--- src/rtl/osc_scheduler_if.sv ---
// osc_scheduler_if: valid/ready voice-config port of osc_scheduler.
// master drives cfg_valid/cfg_voice/cfg_inc/cfg_en, slave returns cfg_ready.
interface osc_scheduler_if #(
  parameter int BIT_WIDTH  = 16,
  parameter int NUM_VOICES = 4
);
  localparam int IDX_W = $clog2(NUM_VOICES);

  logic                 cfg_valid;
  logic                 cfg_ready;
  logic [IDX_W-1:0]     cfg_voice;
  logic [BIT_WIDTH-1:0] cfg_inc;
  logic                 cfg_en;

  modport master (
    output cfg_valid,
    output cfg_voice,
    output cfg_inc,
    output cfg_en,
    input  cfg_ready
  );

  modport slave (
    input  cfg_valid,
    input  cfg_voice,
    input  cfg_inc,
    input  cfg_en,
    output cfg_ready
  );
endinterface

--- src/rtl/osc_scheduler.sv ---
// osc_scheduler: one shared phase adder steps NUM_VOICES sawtooth voices per
// sample_tick and mixes them into a signed PCM sample (clk_audio domain).
// Ports: clk_audio, rst_n (sync, active-low), sample_tick, cfg (config
// interface, slave), sample, sample_valid, busy, overrun (sticky).
// Option: define OSC_SCHED_SATURATE_EN for full-scale clipped mixing instead
// of the averaged (acc >>> IDX_W) mix.
module osc_scheduler #(
  parameter int BIT_WIDTH  = 16,
  parameter int NUM_VOICES = 4
) (
  input  logic                 clk_audio,
  input  logic                 rst_n,
  input  logic                 sample_tick,
  osc_scheduler_if.slave       cfg,
  output logic [BIT_WIDTH-1:0] sample,
  output logic                 sample_valid,
  output logic                 busy,
  output logic                 overrun
);
  localparam int IDX_W = $clog2(NUM_VOICES);
  localparam int ACC_W = BIT_WIDTH + IDX_W;
  localparam logic [IDX_W-1:0] LAST = IDX_W'(NUM_VOICES - 1);

  typedef enum logic [1:0] {
    S_IDLE,
    S_RUN,
    S_OUT
  } state_t;

  state_t                      r_state;
  logic [IDX_W-1:0]            r_idx;
  logic signed [ACC_W-1:0]     r_acc;
  logic [BIT_WIDTH-1:0]        r_phase [NUM_VOICES];
  logic [BIT_WIDTH-1:0]        r_inc   [NUM_VOICES];
  logic [NUM_VOICES-1:0]       r_en;

  logic                        w_cfg_fire;
  logic [BIT_WIDTH-1:0]        w_new_phase;
  logic signed [ACC_W-1:0]     w_contrib;
  logic signed [ACC_W-1:0]     w_sum;
  logic [BIT_WIDTH-1:0]        w_out;

  assign w_cfg_fire  = cfg.cfg_valid && (r_state == S_IDLE);
  assign w_new_phase = r_phase[r_idx] + r_inc[r_idx];
  // Disabled voices add nothing; enabled ones add their new phase as signed.
  assign w_contrib   = r_en[r_idx]
                     ? {{IDX_W{w_new_phase[BIT_WIDTH-1]}}, w_new_phase}
                     : '0;
  assign w_sum       = r_acc + w_contrib;

`ifdef OSC_SCHED_SATURATE_EN
  localparam logic signed [ACC_W-1:0] SAT_MAX =
    {{(IDX_W+1){1'b0}}, {(BIT_WIDTH-1){1'b1}}};
  localparam logic signed [ACC_W-1:0] SAT_MIN =
    {{(IDX_W+1){1'b1}}, {(BIT_WIDTH-1){1'b0}}};

  always_comb begin
    w_out = w_sum[BIT_WIDTH-1:0];
    if (w_sum > SAT_MAX) begin
      w_out = SAT_MAX[BIT_WIDTH-1:0];
    end else if (w_sum < SAT_MIN) begin
      w_out = SAT_MIN[BIT_WIDTH-1:0];
    end
  end
`else
  // Upper slice of the sum is exactly (sum >>> IDX_W); it never clips.
  always_comb begin
    w_out = w_sum[ACC_W-1:IDX_W];
  end
`endif

  assign cfg.cfg_ready = (r_state == S_IDLE);
  assign busy          = (r_state != S_IDLE);

  // The last RUN step registers the mix, so sample_valid is high while the
  // FSM sits in OUT (cycle T+NUM_VOICES+1 for a tick sampled at edge T).
  always_ff @(posedge clk_audio) begin
    if (!rst_n) begin
      r_state      <= S_IDLE;
      r_idx        <= '0;
      r_acc        <= '0;
      r_en         <= '0;
      sample       <= '0;
      sample_valid <= 1'b0;
      overrun      <= 1'b0;
      for (int v = 0; v < NUM_VOICES; v++) begin
        r_phase[v] <= '0;
        r_inc[v]   <= '0;
      end
    end else begin
      sample_valid <= 1'b0;
      if (sample_tick && (r_state != S_IDLE)) begin
        overrun <= 1'b1;
      end
      if (w_cfg_fire) begin
        r_inc[cfg.cfg_voice] <= cfg.cfg_inc;
        r_en[cfg.cfg_voice]  <= cfg.cfg_en;
        if (!cfg.cfg_en) begin
          r_phase[cfg.cfg_voice] <= '0;
        end
      end
      unique case (r_state)
        S_IDLE: begin
          if (sample_tick) begin
            r_state <= S_RUN;
            r_idx   <= '0;
            r_acc   <= '0;
          end
        end
        S_RUN: begin
          if (r_en[r_idx]) begin
            r_phase[r_idx] <= w_new_phase;
          end
          r_acc <= w_sum;
          if (r_idx == LAST) begin
            r_state      <= S_OUT;
            sample       <= w_out;
            sample_valid <= 1'b1;
          end else begin
            r_idx <= r_idx + IDX_W'(1);
          end
        end
        S_OUT: begin
          r_state <= S_IDLE;
        end
        default: begin
          r_state <= S_IDLE;
        end
      endcase
    end
  end
endmodule

--- src/flat_wrapper.sv ---
// flat-port wrapper written by rule: the top's interface ports become plain ports
module osc_scheduler_flat 
#(
  parameter int BIT_WIDTH  = 16,
  parameter int NUM_VOICES = 4
)
  (clk_audio, rst_n, sample_tick, sample, sample_valid, busy, overrun, cfg_cfg_valid, cfg_cfg_voice, cfg_cfg_inc, cfg_cfg_en, cfg_cfg_ready);
  osc_scheduler_if #(.BIT_WIDTH(BIT_WIDTH), .NUM_VOICES(NUM_VOICES)) cfg_i ();
  input  logic clk_audio;
  input  logic rst_n;
  input  logic sample_tick;
  output logic [BIT_WIDTH-1:0] sample;
  output logic sample_valid;
  output logic busy;
  output logic overrun;
  input wire logic [$bits(cfg_i.cfg_valid)-1:0] cfg_cfg_valid;
  input wire logic [$bits(cfg_i.cfg_voice)-1:0] cfg_cfg_voice;
  input wire logic [$bits(cfg_i.cfg_inc)-1:0] cfg_cfg_inc;
  input wire logic [$bits(cfg_i.cfg_en)-1:0] cfg_cfg_en;
  output wire logic [$bits(cfg_i.cfg_ready)-1:0] cfg_cfg_ready;
  assign cfg_i.cfg_valid = cfg_cfg_valid;
  assign cfg_i.cfg_voice = cfg_cfg_voice;
  assign cfg_i.cfg_inc = cfg_cfg_inc;
  assign cfg_i.cfg_en = cfg_cfg_en;
  assign cfg_cfg_ready = cfg_i.cfg_ready;
  osc_scheduler #(.BIT_WIDTH(BIT_WIDTH), .NUM_VOICES(NUM_VOICES)) u_core (.clk_audio(clk_audio), .rst_n(rst_n), .sample_tick(sample_tick), .cfg(cfg_i), .sample(sample), .sample_valid(sample_valid), .busy(busy), .overrun(overrun));
endmodule
--- config.mk ---
export PLATFORM = sky130hd
export DESIGN_NAME = osc_scheduler_flat
export DESIGN_NICKNAME = d
export VERILOG_FILES = /design/src/rtl/osc_scheduler_if.sv /design/src/rtl/osc_scheduler.sv /design/src/flat_wrapper.sv
export SDC_FILE = /design/constraint.sdc
export NUM_CORES = 1
export LEC_CHECK = 0
export BUFFER_PORTS_ARGS = -buffer_cell sky130_fd_sc_hd__clkbuf_2
export CORE_MARGIN = 4
export CORE_UTILIZATION = 67
export CTS_BUF_LIST = sky130_fd_sc_hd__clkbuf_8
export CTS_CLUSTER_DIAMETER = 30
export CTS_CLUSTER_SIZE = 30
export DETAILED_ROUTE_END_ITERATION = 7
export PLACE_DENSITY = 0.95
export SYNTH_ARGS = -nofsm -noshare
export SYNTH_HDL_FRONTEND = slang
export SYNTH_SLANG_ARGS = --single-unit
--- constraint.sdc ---
create_clock -name clk_audio -period 16.6 [get_ports clk_audio]
set_input_delay 3.32 -clock clk_audio [delete_from_list [all_inputs] [get_ports clk_audio]]
set_output_delay 3.32 -clock clk_audio [all_outputs]
set_load 0.005 [all_outputs]
==> impl_metrics.py <==
metrics = {
    "power_and_ir_drop": {
        "power.switching_uw": 232,
        "p_leak_nw": 3.87,
        "ir_drop_mv": 0.0720,
        "power_frac_comb_pct": 12.5,
        "netSwitchingFraction_pct": 25.2,
        "internal_power_uw": 687,
        "cellPowerDensity_nw_per_um2": 96.0,
        "clockPowerShare_pct": 34.1,
        "power_frac_seq_pct": 53.4,
    },
    "route": {
        "drt_iter0_drc": 611,
        "postRouteAntennaNets": 0,
        "routedWlPerCell_um": 21.4,
        "dr_total_vias": 6220,
        "drt-total-wl_um": 20600,
        "firstDrtPassIters": 6,
        "vias_per_cell": 6.46,
        "remaining_drc_errors": 0,
    },
    "logic_synthesis": {
        "syn_area_um2": 8830,
        "yosys_warnings": 0,
        "ys_seq_area_share_pct": 54.0,
        "synth_ff_type": "edfxtp_1",
        "async_reset_ff_share_pct": 0,
        "synth_edf_count": 128,
        "synth.avg_cell_area_um2": 11.8,
        "synth_cell_types": 66,
        "syn-num-nets": 807,
        "netlist_instances": 749,
        "ys_ff_latch": 174,
    },
    "flow_run": {
        "maxCapViolations": 0,
    },
    "critical_path": {
        "cpLargestDelayFamily": "simple AND/OR/NAND/NOR gates",
        "cp_common_cell": "nand2_1",
        "critPathRequiredTime_ns": 16.63,
        "endpoint_kind": "flop",
        "critPathKind": "in2reg",
        "path_cells": "clkbuf_2 > and2_1 > nand2_1 > o21ai_1 > o21bai_1 > nand2_1",
        "crit_buf_inv": 1,
        "cp_slowest_cell": "clkbuf_2",
        "start_kind": "input pin",
        "arrival_ns": 6.54,
        "path_max_fanout": 55,
        "critPathMaxStageDelay_ns": 0.79,
    },
    "layout": {
        "layout-drive-gt1-share_pct": 15.3,
        "final_nets": 836,
        "most-common-layout-cells": "edfxtp_1, nor2_1, nand2_1",
        "final_core_util_pct": 74.9,
        "final_cell_count_no_fill": 963,
        "syn_to_final_growth_pct": 8.36,
        "final_common_cell": "edfxtp_1",
        "nFillCells": 772,
        "diodes": 0,
    },
    "cts": {
        "clk_latency_ns": 0.47,
        "cts.path.max_buffers": 2,
        "cts-root-buf": "clkbuf_8",
        "htree_levels": 4,
        "cts_buffers": 17,
        "clkSinkCount": 174,
        "cts_resized": 0,
        "path_clk_slew_ns": 0.08,
        "cts_tree": "done",
        "cts.hold.buffers_added": 0,
        "post_cts_buffers": 0,
    },
    "global_routing": {
        "grt_overflow": 0,
        "grt.total_usage_pct": 29.7,
        "antenna_found_initial": 0,
        "grt_first_pass_wirelength_um": 33600,
        "grt_max_degree": 56,
        "grt_pass1_vias": 6315,
    },
    "timing": {
        "final.setup.worst_slack_ns": 10.09,
        "fin_crit_ns": 6.51,
        "hold_ws_ns": 0.480,
        "hold_viol": 0,
        "tightest_slew_ns": 1.13,
        "finClkSkew_ns": 0.0119,
        "rsz0062_at_grt": "false",
        "slew_headroom_pct": 24.3,
        "setup_tns_ns": 0,
        "fmax_ghz": 0.154,
        "period_share_pct": 39.2,
        "drv_slew": 0,
        "setup_viol_count_final": 0,
    },
    "min_path": {
        "hp-class": "reg2reg",
    },
    "floorplanning": {
        "die_h_um": 123,
        "ioPinCount": 43,
        "coreArea_um2": 12800,
        "initial_core_util_pct": 69.1,
        "dieWidth_um": 123,
        "fp-row-count": 41,
        "design.die.area_um2": 15100,
    },
    "place": {
        "gp_congestion": 0.956,
        "hpwlAfterDp_um": 14300,
        "pre_cts_slack_ns": 9.70,
        "port_buffers": 42,
        "dp.cells": 931,
    },
    "status": {
        "outcome": "finished clean",
    },
}
-- stage by stage --
stage                     power [mW]  area, um^2
after floorplan                0.576        8830
after global placement         0.605        9150
after detailed placement       0.613        9150
after CTS                      0.915        9570
after global routing           0.948        9570
final                          0.919        9570
-- routing by layer --
| metal | track usage [%] | up-vias | part of all wire (%) |
|---|---|---|---|
| li1 | - | 2807 | - |
| met1 | 38.9 | 3031 | 38 |
| met2 | 48.8 | 329 | 50 |
| met3 | 6.13 | 53 | 8.5 |
| met4 | 11.6 | 0 | 3.1 |
| met5 | 0 | - | 0 |
-- cells by family after synthesis --
family / after synthesis / synth area share (%)
and+or+nand+nor: 269 / 15.4
DFF: 174 / 54.0
AOI/OAI and AO/OA: 133 / 10.3
buffers and inverters: 63 / 2.76
muxes: 43 / 9.29
adders and majority gates: 35 / 5.13
xor gates and xnor gates: 32 / 3.17
-- cell type report --
cell class / count / area (um^2) / share of cell area [%]
multi-input combinational: 512 / 3830 / 40.0
timing repair buffer: 46 / 240 / 2.51
clock buffer: 17 / 234 / 2.45
clock inverter: 15 / 181 / 1.90
inverter: 27 / 101 / 1.06
sequential: 174 / 4770 / 49.8
tap: 172 / 215 / 2.25
-- power groups by stage --
stage                     combinational (mW)  sequential [mW]  clock [mW]
after floorplan                       0.0792            0.497           0
after global placement                 0.106            0.499           0
after detailed placement               0.112            0.501           0
after CTS                              0.113            0.491       0.311
after global routing                   0.123            0.493       0.332
final                                  0.115            0.491       0.313
-- worst min-delay path, cell delays in order (launching register included) --
cell,delay (ns)
dfxtp_1,0.32
nand2_1,0.05
a21boi_0,0.06
-- worst paths after layout --
kind	cells past startpoint	slack, ns	end	start
worst max-delay path	6	10.09	u_core.r_phase[2][5]	rst_n
worst min-delay path	2	0.48	u_core.sample[7]	u_core.sample[7]
worst max register to register	19	10.53	u_core.r_acc[17]	flop
worst min register to register	2	0.48	u_core.sample[7]	u_core.sample[7]
-- flip-flops by register name, indices dropped and copies added (netlist names), named ones only --
signal,flops
u_core.r_state,2
u_core.sample_valid,1
u_core.r_en,4
u_core.sample,16
u_core.r_idx,2
u_core.r_inc,64
u_core.r_phase,64
u_core.overrun,1
u_core.r_acc,18
-- synth_stat cells, types with 5 or more instances --
master,instances,area [um^2]
edfxtp_1,128,3840
nor2_1,75,282
nand2_1,59,221
and2_1,58,363
dfxtp_1,46,921
ha_1,33,413
mux4_2,31,698
a21oi_1,26,130
clkbuf_1,26,97.6
inv_1,26,97.6
o21ai_0,21,105
and3_1,20,125
xnor2_1,16,140
xor2_1,16,140
a21o_1,13,97.6
nand3_1,11,55.1
o21ai_1,11,55.1
a22o_1,10,87.6
mux2i_1,10,100
a211oi_1,7,52.6
a21boi_0,7,52.6
nor2b_1,7,43.8
buf_2,6,30.0
nor3_1,6,30.0
o21a_1,5,37.5
Power figures use the tool's default switching activity.
